--- config.mk ---
export PLATFORM = sky130hd
export DESIGN_NAME = shift_rotate_unit
export DESIGN_NICKNAME = d
export VERILOG_FILES = /design/src/rtl/shift_rotate_unit.sv
export SDC_FILE = /design/constraint.sdc
export NUM_CORES = 1
export LEC_CHECK = 0
export BUFFER_PORTS_ARGS = -buffer_cell sky130_fd_sc_hd__buf_2
export CAP_MARGIN = 20
export CORE_UTILIZATION = 29
export CTS_BUF_LIST = sky130_fd_sc_hd__clkbuf_4
export DETAILED_ROUTE_END_ITERATION = 6
export PLACE_DENSITY = 0.55
export SLEW_MARGIN = 20
export SYNTH_ARGS = -nofsm -noshare
export SYNTH_HDL_FRONTEND = slang
export SYNTH_SLANG_ARGS = --single-unit
export TNS_END_PERCENT = 1
--- constraint.sdc ---
create_clock -name i_clock -period 4.6 [get_ports i_clock]
set_input_delay 0.69 -clock i_clock [delete_from_list [all_inputs] [get_ports i_clock]]
set_output_delay 0.69 -clock i_clock [all_outputs]
set_load 0.02 [all_outputs]
--- src/rtl/shift_rotate_unit.sv ---
// Multi-cycle shift/rotate engine: moves the operand up to STEP bits per clock
// under a start/done handshake. The result is held until the next completion.
module shift_rotate_unit #(
  parameter int unsigned WIDTH = 32,
  parameter int unsigned STEP  = 4
) (
  input  logic             i_clock,
  input  logic             i_clear,
  input  logic             i_start,
  input  logic [2:0]       i_op,
  input  logic [WIDTH-1:0] i_operand,
  input  logic [WIDTH-1:0] i_amount,
  output logic             o_busy,
  output logic             o_done,
  output logic [WIDTH-1:0] o_result,
  output logic             o_zero
);

  // LW indexes a bit position; RW holds a count from 0 to WIDTH inclusive.
  localparam int unsigned LW = $clog2(WIDTH);
  localparam int unsigned RW = $clog2(WIDTH + 1);

  localparam logic [2:0] OP_SHR  = 3'd0;
  localparam logic [2:0] OP_SHRA = 3'd1;
  localparam logic [2:0] OP_SHL  = 3'd2;
  localparam logic [2:0] OP_ROR  = 3'd3;
  localparam logic [2:0] OP_ROL  = 3'd4;

  typedef enum logic [1:0] {
    S_IDLE = 2'd0,
    S_RUN  = 2'd1,
    S_DONE = 2'd2
  } state_t;

  state_t           r_state;
  logic [WIDTH-1:0] r_work;
  logic [RW-1:0]    r_rem;
  logic [2:0]       r_op;
  logic             r_sign;
  logic [WIDTH-1:0] r_result;

  logic [RW-1:0]      w_amt_sat;
  logic [RW-1:0]      w_amt_mod;
  logic [RW-1:0]      w_count;
  logic [RW-1:0]      w_step;
  logic [RW-1:0]      w_rem_next;
  logic [2*WIDTH-1:0] w_wide;
  logic [WIDTH-1:0]   w_shifted;

  // Effective count from the raw amount: saturating for shifts, modulo for rotates.
  always_comb begin
    w_amt_sat = (i_amount >= WIDTH'(WIDTH)) ? RW'(WIDTH) : RW'(i_amount);
    w_amt_mod = RW'(i_amount[LW-1:0]);
    w_count   = '0;
    case (i_op)
      OP_SHR, OP_SHRA, OP_SHL: w_count = w_amt_sat;
      OP_ROR, OP_ROL:          w_count = w_amt_mod;
      default:                 w_count = '0;
    endcase
  end

  // Bits moved this cycle, and the count left over afterwards.
  always_comb begin
    w_step     = (r_rem > RW'(STEP)) ? RW'(STEP) : r_rem;
    w_rem_next = r_rem - w_step;
  end

  // One partial shift of the work register; the doubled vector supplies
  // sign fill for SHRA and the wrap-around bits for the rotates.
  always_comb begin
    w_wide    = '0;
    w_shifted = r_work;
    case (r_op)
      OP_SHR: w_shifted = r_work >> w_step;
      OP_SHRA: begin
        w_wide    = {{WIDTH{r_sign}}, r_work} >> w_step;
        w_shifted = w_wide[WIDTH-1:0];
      end
      OP_SHL: w_shifted = r_work << w_step;
      OP_ROR: begin
        w_wide    = {r_work, r_work} >> w_step;
        w_shifted = w_wide[WIDTH-1:0];
      end
      OP_ROL: begin
        w_wide    = {r_work, r_work} << w_step;
        w_shifted = w_wide[2*WIDTH-1:WIDTH];
      end
      default: w_shifted = r_work;
    endcase
  end

  // Control FSM with datapath registers; clear discards any in-flight operation.
  always_ff @(posedge i_clock) begin
    if (i_clear) begin
      r_state  <= S_IDLE;
      r_work   <= '0;
      r_rem    <= '0;
      r_op     <= '0;
      r_sign   <= 1'b0;
      r_result <= '0;
    end else begin
      case (r_state)
        S_IDLE: begin
          if (i_start) begin
            r_work <= i_operand;
            r_rem  <= w_count;
            r_op   <= i_op;
            r_sign <= i_operand[WIDTH-1];
            if (w_count != '0) begin
              r_state <= S_RUN;
            end else begin
              r_state  <= S_DONE;
              r_result <= i_operand;
            end
          end
        end
        S_RUN: begin
          r_work <= w_shifted;
          r_rem  <= w_rem_next;
          if (w_rem_next == '0) begin
            r_state  <= S_DONE;
            r_result <= w_shifted;
          end
        end
        S_DONE: begin
          r_state <= S_IDLE;
        end
        default: begin
          r_state <= S_IDLE;
        end
      endcase
    end
  end

  // Status decodes straight from the state and result registers.
  assign o_busy   = (r_state != S_IDLE);
  assign o_done   = (r_state == S_DONE);
  assign o_result = r_result;
  assign o_zero   = (r_result == '0);

endmodule

Word level (Yosys, flattened, before mapping)
Index checks and enable logic that the tools add are counted.
{ "op_classes": {"n_addsub": 1, "magnitude_cmp": 2, "n_eq_ne": 13, "shifts": 5, "n_mux": 16, "n_reduce_logical": 14} }
{ "op_table": {"columns": ["op", "n"], "rows": [
  ["$pmux 32 s5", 1],
  ["$mux 32", 4],
  ["$pmux 32 s2", 2],
  ["$shr 64x6->32", 2],
  ["$shl 64x6->64", 1],
  ["$ge 32x6->1 const B", 1],
  ["$logic_not 32->1", 1],
  ["$shl 32x6->32", 1],
  ["$shr 32x6->32", 1],
  ["$pmux 6 s2", 2],
  ["$mux 6", 3],
  ["$eq 3x2->1 const B", 4],
  ["$eq 3x1->1 const B", 2],
  ["$eq 3x3->1 const B", 2],
  ["$gt 6x3->1 const B", 1],
  ["$logic_not 3->1", 2],
  ["$logic_not 6->1", 1],
  ["$mux 2", 3],
  ["$ne 2x2->1 const B", 3],
  ["$reduce_and 2->1", 3],
  ["$reduce_bool 6->1", 1],
  ["$sub 6x6->6", 1],
  ["$pmux 2 s2", 1],
  ["$reduce_and 4->1", 1],
  ["other kinds (6)", 7]
]} }
{ "word_totals": {"ff_bits": 76, "inputBits": 70, "word_cells": 57} }

Longest topological paths before layout
Gate-level depths: netlist (run 1).
{ "logic_depth": {"ltp_word": 7, "depth_mapped": 17} }

Least setup slack after synthesis (run 1)
OpenSTA, ideal clock, no wires.
{ "synth_timing": {"path_type": "register to register", "startpoint": "register r_rem[2]", "endpoint": "register r_result[20] (netlist: o_result[20])", "arrival_time_ns": 3.135, "required_ns": 4.469, "slack_ns": 1.334, "path_stages_with_launch": 16, "n_path_buf": 6, "path_cell_list": "dfxtp_1 > buf_6 > or4_4 > buf_6 > buf_6 > buf_6 > buf_2 > nand2_1 > ha_1 > a21oi_1 > o311ai_1 > o2111ai_1 > o21a_1 > clkbuf_1 > a211oi_1 > nor3_2"} }
{ "synth_between": {"elab_chain_len": 6} }
{ "synth_lines": {"columns": ["element", "line", "rtl"], "rows": [
  ["start, declared", "37", "logic [RW-1:0] r_rem;"],
  ["start signal, assigned", "106", "r_rem <= w_count;"],
  ["start signal, assigned", "119", "r_rem <= w_rem_next;"],
  ["$gt 6x3->1", "64", "w_step = (r_rem > RW'(STEP)) ? RW'(STEP) : r_rem;"],
  ["$mux 6", "64", null],
  ["$shl 64x6->64, or another cell as far along", "85", "w_wide = {r_work, r_work} << w_step;"],
  ["$pmux 32 s5 or $logic_not 6->1 (tied branches)", "73, 120", null],
  ["$mux 32 or $ne 2x2->1 (tied branches)", null, null],
  ["$pmux 32 s2 or $reduce_and 4->1 (tied branches)", null, null],
  ["end signal, assigned", "113", "r_result <= i_operand;"],
  ["end signal, assigned", "122", "r_result <= w_shifted;"],
  ["end, declared", "40", "logic [WIDTH-1:0] r_result;"]
]} }
Parallel ways exist; a longest one is shown, timed or not. The select of a mux whose other input is x is not followed.
A chain may end at the register's enable or synchronous reset.

Final worst setup path (run 1)
{ "layout_timing": {"startpoint": "register r_rem[2]", "endpoint": "register r_result[1] (netlist: o_result[1])"} }
The elaborated chain is that of the path after synthesis.

==> results.py, run 1 <==
metrics = {
    "status": {
        "outcome": "finished clean",
    },
    "yosys": {
        "netlist_area_um2": 6610,
        "synth_top_area_share_pct": 23.0,
        "synth_edf_count": 0,
        "synthTopCellsByArea": "dfxtp_1 (23%), mux4_2 (6.5%), nor2_1 (6.3%), nand2_1 (5.2%), a21oi_1 (5.0%)",
        "synth_ff_type": "dfxtp_1",
        "yosysWarnings": 0,
        "syn_avg_cell_area_um2": 7.38,
        "synthArstFlopShare_pct": 0,
        "synth_nets": 966,
        "synthCells": 895,
        "synth.distinct_cells": 83,
        "seq_area_frac_synth_pct": 23.0,
        "ys_seq_elements": 76,
        "yosysTopAreaCell": "dfxtp_1",
    },
    "cts": {
        "cts-resized-gates": 0,
        "h-tree-depth": 3,
        "ctsLongestPathBuffers": 2,
        "hold_buffers": 0,
        "clock_latency_ps": 460,
        "cts_setup_buffers": 0,
        "cts_tree": "built",
        "clockRootBuffer": "clkbuf_4",
        "clk_pin_slew_worst_paths_ps": 150,
        "cts.sink_count": 76,
        "cts_made_buffers": 9,
    },
    "timing": {
        "finalSetupViolations": 0,
        "maxSlewViolCount": 0,
        "max_slew_margin_pct": 27.1,
        "max_freq_ghz": 0.278,
        "rsz0062_at_grt": "no",
        "setup_slack_ps": 1000,
        "finalHoldViolCount": 0,
        "min_period_ps": 3600,
        "tightest_slew_ps": 1090,
        "skew_ps": 37.0,
        "fin_tns_setup_ps": 0,
        "fin_crit_sh_pct": 78.2,
    },
    "detailed_routing": {
        "drc": 0,
        "num_vias": 7631,
        "dr.max_layer_used": "met4",
        "drt_wl_total_um": 27200,
        "wl_met1_um": 11400,
        "ant_nets": 0,
        "routedWlPerCell_um": 22.4,
        "drt_iter0_markers": 898,
        "drt_first_pass_iters": 5,
        "vias_per_cell": 6.28,
        "wl_met3_um": 2940,
        "wl_met2_um": 11900,
    },
    "setup_path": {
        "endpoint_kind": "flop",
        "ff2ff_path_depth": 9,
        "cp.arrival_ps": 3990,
        "crit_buf_inv": 0,
        "endpoint": "o_result[1]$_SDFFE_PP0P_",
        "path_max_fanout": 14,
        "reg2reg_to": "o_result[1]$_SDFFE_PP0P_",
        "rrSetupSlack_ps": 1000,
        "crit_chain": "or4_4 > nand2_1 > ha_1 > a21oi_1 > o311ai_1 > o2111ai_1 > o21a_1 > or4_1 > o21ai_1",
        "critPathMaxStageDelay_ps": 720,
        "critPathKind": "flop to flop",
        "start_kind": "flop",
        "crit_family": "compound AO/OA/AOI/OAI gates",
        "slowest_stage": "or4_4",
        "reg2reg_from": "r_rem[2]$_SDFFE_PP0P_",
        "crit_required_ps": 4990,
        "path_depth": 9,
        "startpoint": "r_rem[2]$_SDFFE_PP0P_",
    },
    "grt": {
        "grt_start_max_net_pins": 60,
        "antenna_found_initial": 0,
        "grt_overflow": 0,
        "grt_usage_pct": 23.0,
        "grt_pass1_vias": 7166,
        "grt_pass1_wl_um": 42200,
    },
    "final_layout": {
        "finalNetCount": 1001,
        "area_growth_pct": 11.5,
        "drive_gt1_share_pct": 21.1,
        "final_common_cell": "nor2_1",
        "diodes": 0,
        "mostFrequentLayoutCells": "nor2_1 (108), buf_2 (104), nand2_1 (92)",
    },
    "pwr": {
        "ir_drop_v": 0.000144,
        "power.clock.fraction_pct": 20.7,
        "power.share.switching_pct": 45.3,
        "power_switching_uw": 1100,
        "comb_power_share_pct": 42.6,
        "seqPwrFrac_pct": 36.6,
        "power_leakage_uw": 0.00263,
        "p_int_uw": 1330,
        "p_per_area_nw_per_um2": 330,
        "p_total_uw": 2430,
    },
    "placed_design": {
        "port_buffers": 104,
        "hpwl_um": 19300,
        "place_congestion": 0.933,
        "post-place-ws_ps": 1120,
    },
    "worst_hold_path": {
        "hold_path.class": "flop to flop",
        "min-delay-start": "r_sign$_SDFFE_PP0P_",
    },
    "floorplan": {
        "core_area_um2": 22100,
        "fp.dieW_um": 153,
        "ios": 105,
        "initial_core_util_pct": 29.9,
        "dieArea_um2": 23400,
        "fp-row-count": 54,
        "die_y_um": 153,
    },
    "job": {
        "cap_violations": 0,
    },
}
-- flip-flops by register name (all words and copies together) (netlist names) --
register / count
o_result: 32
r_sign: 1
r_state: 2
r_work: 32
r_op: 3
r_rem: 6
-- per-stage QoR --
step / area (um^2) / util [%] / std cells / hold WS (ps)
after CTS: 7370 / 33.3 / 1215 / 454
after global routing: 7370 / 33.3 / 1215 / 443
final: 7370 / 33.3 / 1215 / 462
after floorplan: 6610 / - / 895 / 431
after detailed placement: 7200 / 32.6 / 1199 / 443
after global placement: 7200 / 32.6 / 1199 / 443
-- worst min-delay path, delay by kind of cell, from the launching register on --
kind | cells | cell delay [ps]
compound gates | 1 | 50
simple gates | 1 | 50
flops | 1 | 340
-- area by class of cell --
class	instances	area, um^2
repair buffers	128	701
clock buffers	9	67.6
flip-flops and latches	76	1520
fillers	2390	14700
multi-input cells	702	4580
well taps	280	350
inverters	13	48.8
clock inverters	7	97.6
-- Yosys cell counts (all sizes together), types with 4 or more instances --
master	instances
nor2	113
nand2	93
dfxtp	76
a21oi	66
o21ai	64
clkbuf	62
buf	42
a211oi	37
nor3	30
a31oi	25
nor4	23
mux2i	22
nand3	20
mux4	19
a2111oi	13
a221oi	13
inv	13
nand2b	11
o211ai	10
a311oi	8
and3	8
nand3b	8
and2	7
nor2b	7
o22ai	7
a211o	6
a22oi	6
o221ai	6
mux2	5
o31ai	5
o41ai	5
a21boi	4
a21o	4
a2bb2oi	4
nand4	4
-- power groups by stage --
stage | clock network, uW | logic, uW | registers (uW)
floorplan | 0 | 764 | 816
global placement | 0 | 1010 | 897
detailed placement | 0 | 1010 | 895
CTS | 513 | 1010 | 881
global route | 542 | 1110 | 900
finish | 503 | 1040 | 890
-- cells by family after synthesis --
| kind of cell | count (synthesis) | synth area share, % |
|---|---|---|
| simple gates | 334 | 24.4 |
| compound gates | 319 | 33.5 |
| buf+inv | 117 | 7.96 |
| flops | 76 | 23.0 |
| mux | 46 | 10.7 |
| fa+ha+maj | 1 | 0.189 |
| other cells | 1 | 0.0568 |
| xor+xnor | 1 | 0.133 |
-- routing by layer --
| metal | vias to the layer above | global-route usage [%] |
|---|---|---|
| li1 | 3465 | - |
| met1 | 3619 | 31.2 |
| met2 | 476 | 34.7 |
| met3 | 71 | 5.73 |
| met4 | 0 | 9.24 |
| met5 | - | 0 |
-- worst min path at each step --
stage                     cells past startpoint  slack [ps]               endpoint
after floorplan                               2         430    r_sign$_SDFFE_PP0P_
after global placement                        2         440    r_sign$_SDFFE_PP0P_
after detailed placement                      2         440    r_sign$_SDFFE_PP0P_
after CTS                                     3         450  r_rem[1]$_SDFFE_PP0P_
after global routing                          3         440   r_op[1]$_SDFFE_PP0P_
final                                         2         460    r_sign$_SDFFE_PP0P_
Note: power is estimated with default switching activity, not from simulation.
==> run 2, diff against run 1 <==
--- a/config.mk
+++ b/config.mk
@@ -5,12 +5,13 @@
 export SDC_FILE = /design/constraint.sdc
 export NUM_CORES = 1
 export LEC_CHECK = 0
+export ABC_AREA = 1
 export BUFFER_PORTS_ARGS = -buffer_cell sky130_fd_sc_hd__buf_2
 export CAP_MARGIN = 20
 export CORE_UTILIZATION = 29
 export CTS_BUF_LIST = sky130_fd_sc_hd__clkbuf_4
 export DETAILED_ROUTE_END_ITERATION = 6
-export PLACE_DENSITY = 0.55
+export PLACE_DENSITY = 0.57
 export SLEW_MARGIN = 20
 export SYNTH_ARGS = -nofsm -noshare
 export SYNTH_HDL_FRONTEND = slang
==> constraint.sdc (replaced) <==
create_clock -name i_clock -period 3.1 [get_ports i_clock]
set_input_delay 0.465 -clock i_clock [delete_from_list [all_inputs] [get_ports i_clock]]
set_output_delay 0.465 -clock i_clock [all_outputs]
set_load 0.02 [all_outputs]
==> results.py, run 2 <==
metrics = {
    "final_layout": {
        "area_growth_pct": 15.3,
        "seqCellArea_um2": 1520,
        "diodes": 0,
        "multi_input_area_um2": 4120,
        "mostFrequentLayoutCells": "nand2_1 (382), nand3_1 (204), inv_1 (140)",
        "final_common_cell": "nand2_1",
        "num-fill-cells": 2518,
        "finalNetCount": 1340,
        "drive_gt1_share_pct": 13.5,
        "finalNonFillerCells": 1554,
    },
    "floorplan": {
        "ios": 105,
        "die_y_um": 151,
        "initial_core_util_pct": 29.7,
        "fp-row-count": 54,
        "dieArea_um2": 22900,
        "fp.dieW_um": 151,
        "core_area_um2": 21800,
    },
    "yosys": {
        "muxShareOfSynthArea_pct": 0,
        "synthXorXnorAreaFrac_pct": 0.271,
        "synth_top_family_by_area": "simple AND/OR/NAND/NOR gates",
        "synthSimpleGateAreaFrac_pct": 50.3,
        "synthCells": 1196,
        "yosysWarnings": 0,
        "synth_ff_type": "dfxtp_1",
        "ys_seq_elements": 76,
        "synth_nets": 1267,
        "synth.distinct_cells": 39,
        "yosysTopAreaCell": "dfxtp_1",
        "synth_top_area_share_pct": 23.5,
        "synth_edf_count": 0,
        "synth_commonest_cells": "nand2_1 (383), nand3_1 (204), inv_1 (140), nor2_1 (121), dfxtp_1 (76)",
        "synth_adder_area_share_pct": 0.193,
        "synthTopCellsByArea": "dfxtp_1 (24%), nand2_1 (22%), nand3_1 (16%), inv_1 (8.1%), nor2_1 (7.0%)",
        "synthArstFlopShare_pct": 0,
        "synth_compound_area_share_pct": 12.5,
        "netlist_area_um2": 6470,
        "syn_avg_cell_area_um2": 5.41,
        "seq_area_frac_synth_pct": 23.5,
        "synth.most_common_cell": "nand2_1",
    },
    "setup_path": {
        "endpoint_kind": "flop",
        "crit_chain": "nor2_4 > nand2_8 > nand2_4 > ha_1 > a21oi_1 > o211ai_1 > nor2_1 > nand3_1 > nand2_1 > nand2_2 > buf_12 > nor2_1 > nor2_1",
        "critPathKind": "flop to flop",
        "path_max_fanout": 37,
        "crit_family": "simple AND/OR/NAND/NOR gates",
        "crit_required_ps": 3460,
        "start_kind": "flop",
        "cp.arrival_ps": 2960,
        "critPathMaxStageDelay_ps": 390,
        "path_common_cell": "nor2_1",
        "slowest_stage": "dfxtp_1",
        "crit_buf_inv": 1,
    },
    "cts": {
        "clock_latency_ps": 450,
        "cts-resized-gates": 0,
        "cts.sink_count": 76,
        "h-tree-depth": 3,
        "hold_buffers": 0,
        "cts_setup_buffers": 0,
        "cts_made_buffers": 9,
        "clk_pin_slew_worst_paths_ps": 150,
        "clockRootBuffer": "clkbuf_4",
        "ctsLongestPathBuffers": 2,
        "cts_tree": "built",
    },
    "placed_design": {
        "hpwl_um": 16700,
        "port_buffers": 104,
        "dp_cells": 1538,
        "place_congestion": 0.880,
        "post-place-ws_ps": 568,
    },
    "timing": {
        "tightest_slew_ps": 667,
        "setup_slack_ps": 501,
        "rsz0062_at_grt": "no",
        "max_freq_ghz": 0.385,
        "fin_tns_setup_ps": 0,
        "fin_hold_ws_ps": 312,
        "max_slew_margin_pct": 55.4,
        "finalSetupViolations": 0,
        "finalHoldViolCount": 0,
        "skew_ps": 19.5,
        "min_period_ps": 2600,
        "maxSlewViolCount": 0,
        "fin_crit_sh_pct": 83.8,
    },
    "grt": {
        "grt_pass1_vias": 7064,
        "grt_overflow": 0,
        "grt_usage_pct": 20.4,
        "grt_pass1_wl_um": 36800,
        "grt_start_max_net_pins": 51,
        "antenna_found_initial": 0,
    },
    "detailed_routing": {
        "drt_iter0_markers": 602,
        "routedWlPerCell_um": 14.7,
        "drt_first_pass_iters": 5,
        "num_vias": 7861,
        "ant_nets": 0,
        "vias_per_cell": 5.06,
        "drt_wl_total_um": 22900,
        "drc": 0,
    },
    "worst_hold_path": {
        "hold_path.class": "primary input to flop",
    },
    "pwr": {
        "power_leakage_uw": 0.00406,
        "p_total_uw": 4500,
        "p_per_area_nw_per_um2": 603,
        "ir_drop_v": 0.000282,
    },
    "job": {
        "cap_violations": 0,
    },
    "status": {
        "outcome": "finished clean",
    },
}
run 2: cell types whose count changed in the layout (fill, tap and decap cells not counted), sizes merged, moves of 21 or more:
cell    delta
nand2    +300
a211oi    -36
inv      +129
nor3      -26
mux2i     -22
a31oi     -21
nand3    +184
run 2: kinds of logic after synthesis:
family / after synthesis
DFF: 76
xor gates and xnor gates: 2
AOI/OAI and AO/OA: 150
buffers and inverters: 213
other: 1
adders and majority gates: 1
and+or+nand+nor: 753
run 2: worst paths after layout:
| path | cells past startpoint | slack [ps] | endpoint | startpoint |
|---|---|---|---|---|
| max | 13 | 500 | o_result[13]$_SDFFE_PP0P_ | r_rem[2]$_SDFFE_PP0P_ |
| min | 3 | 310 | r_sign$_SDFFE_PP0P_ | i_operand[31] |
| min reg2reg | 2 | 530 | r_sign$_SDFFE_PP0P_ | r_sign$_SDFFE_PP0P_ |
| max reg2reg | 13 | 500 | o_result[13]$_SDFFE_PP0P_ | r_rem[2]$_SDFFE_PP0P_ |
run 2: power breakdown:
part / internal, uW / total (uW) / switching (uW)
sequential: 1120 / 1240 / 116
clock: 343 / 757 / 414
combinational: 822 / 2510 / 1680
total: 2290 / 4500 / 2210
run 2: metrics by stage:
stage	instance area (um^2)	util, %
2_1_floorplan	6470	-
3_3_place_gp	7290	33.4
3_5_place_dp	7290	33.4
4_1_cts	7460	34.2
5_1_grt	7460	34.2
6_report	7460	34.2
run 2: area by class of cell:
class / instances / area share [%]
clock inverters: 6 / 1.26
flip-flops and latches: 76 / 20.4
multi-input cells: 907 / 55.1
repair buffers: 129 / 10.2
inverters: 146 / 7.34
clock buffers: 10 / 1.01
well taps: 280 / 4.69
run 2: per-layer routing:
metal	track usage, %	routed length, um	vias up
met1	29.1	10800	3522
met5	0	0	-
met2	31.5	9950	314
met4	6.85	520	0
li1	-	-	3985
met3	2.32	1650	40
run 2: worst register-to-register path, cell delays in order, from the launching register on:
cell      delay [ps]
dfxtp_1          390
nor2_4           220
nand2_8          170
nand2_4          100
ha_1             240
a21oi_1          120
o211ai_1         140
nor2_1           170
nand3_1           90
nand2_1           80
nand2_2          280
buf_12           300
nor2_1           150
nor2_1            60
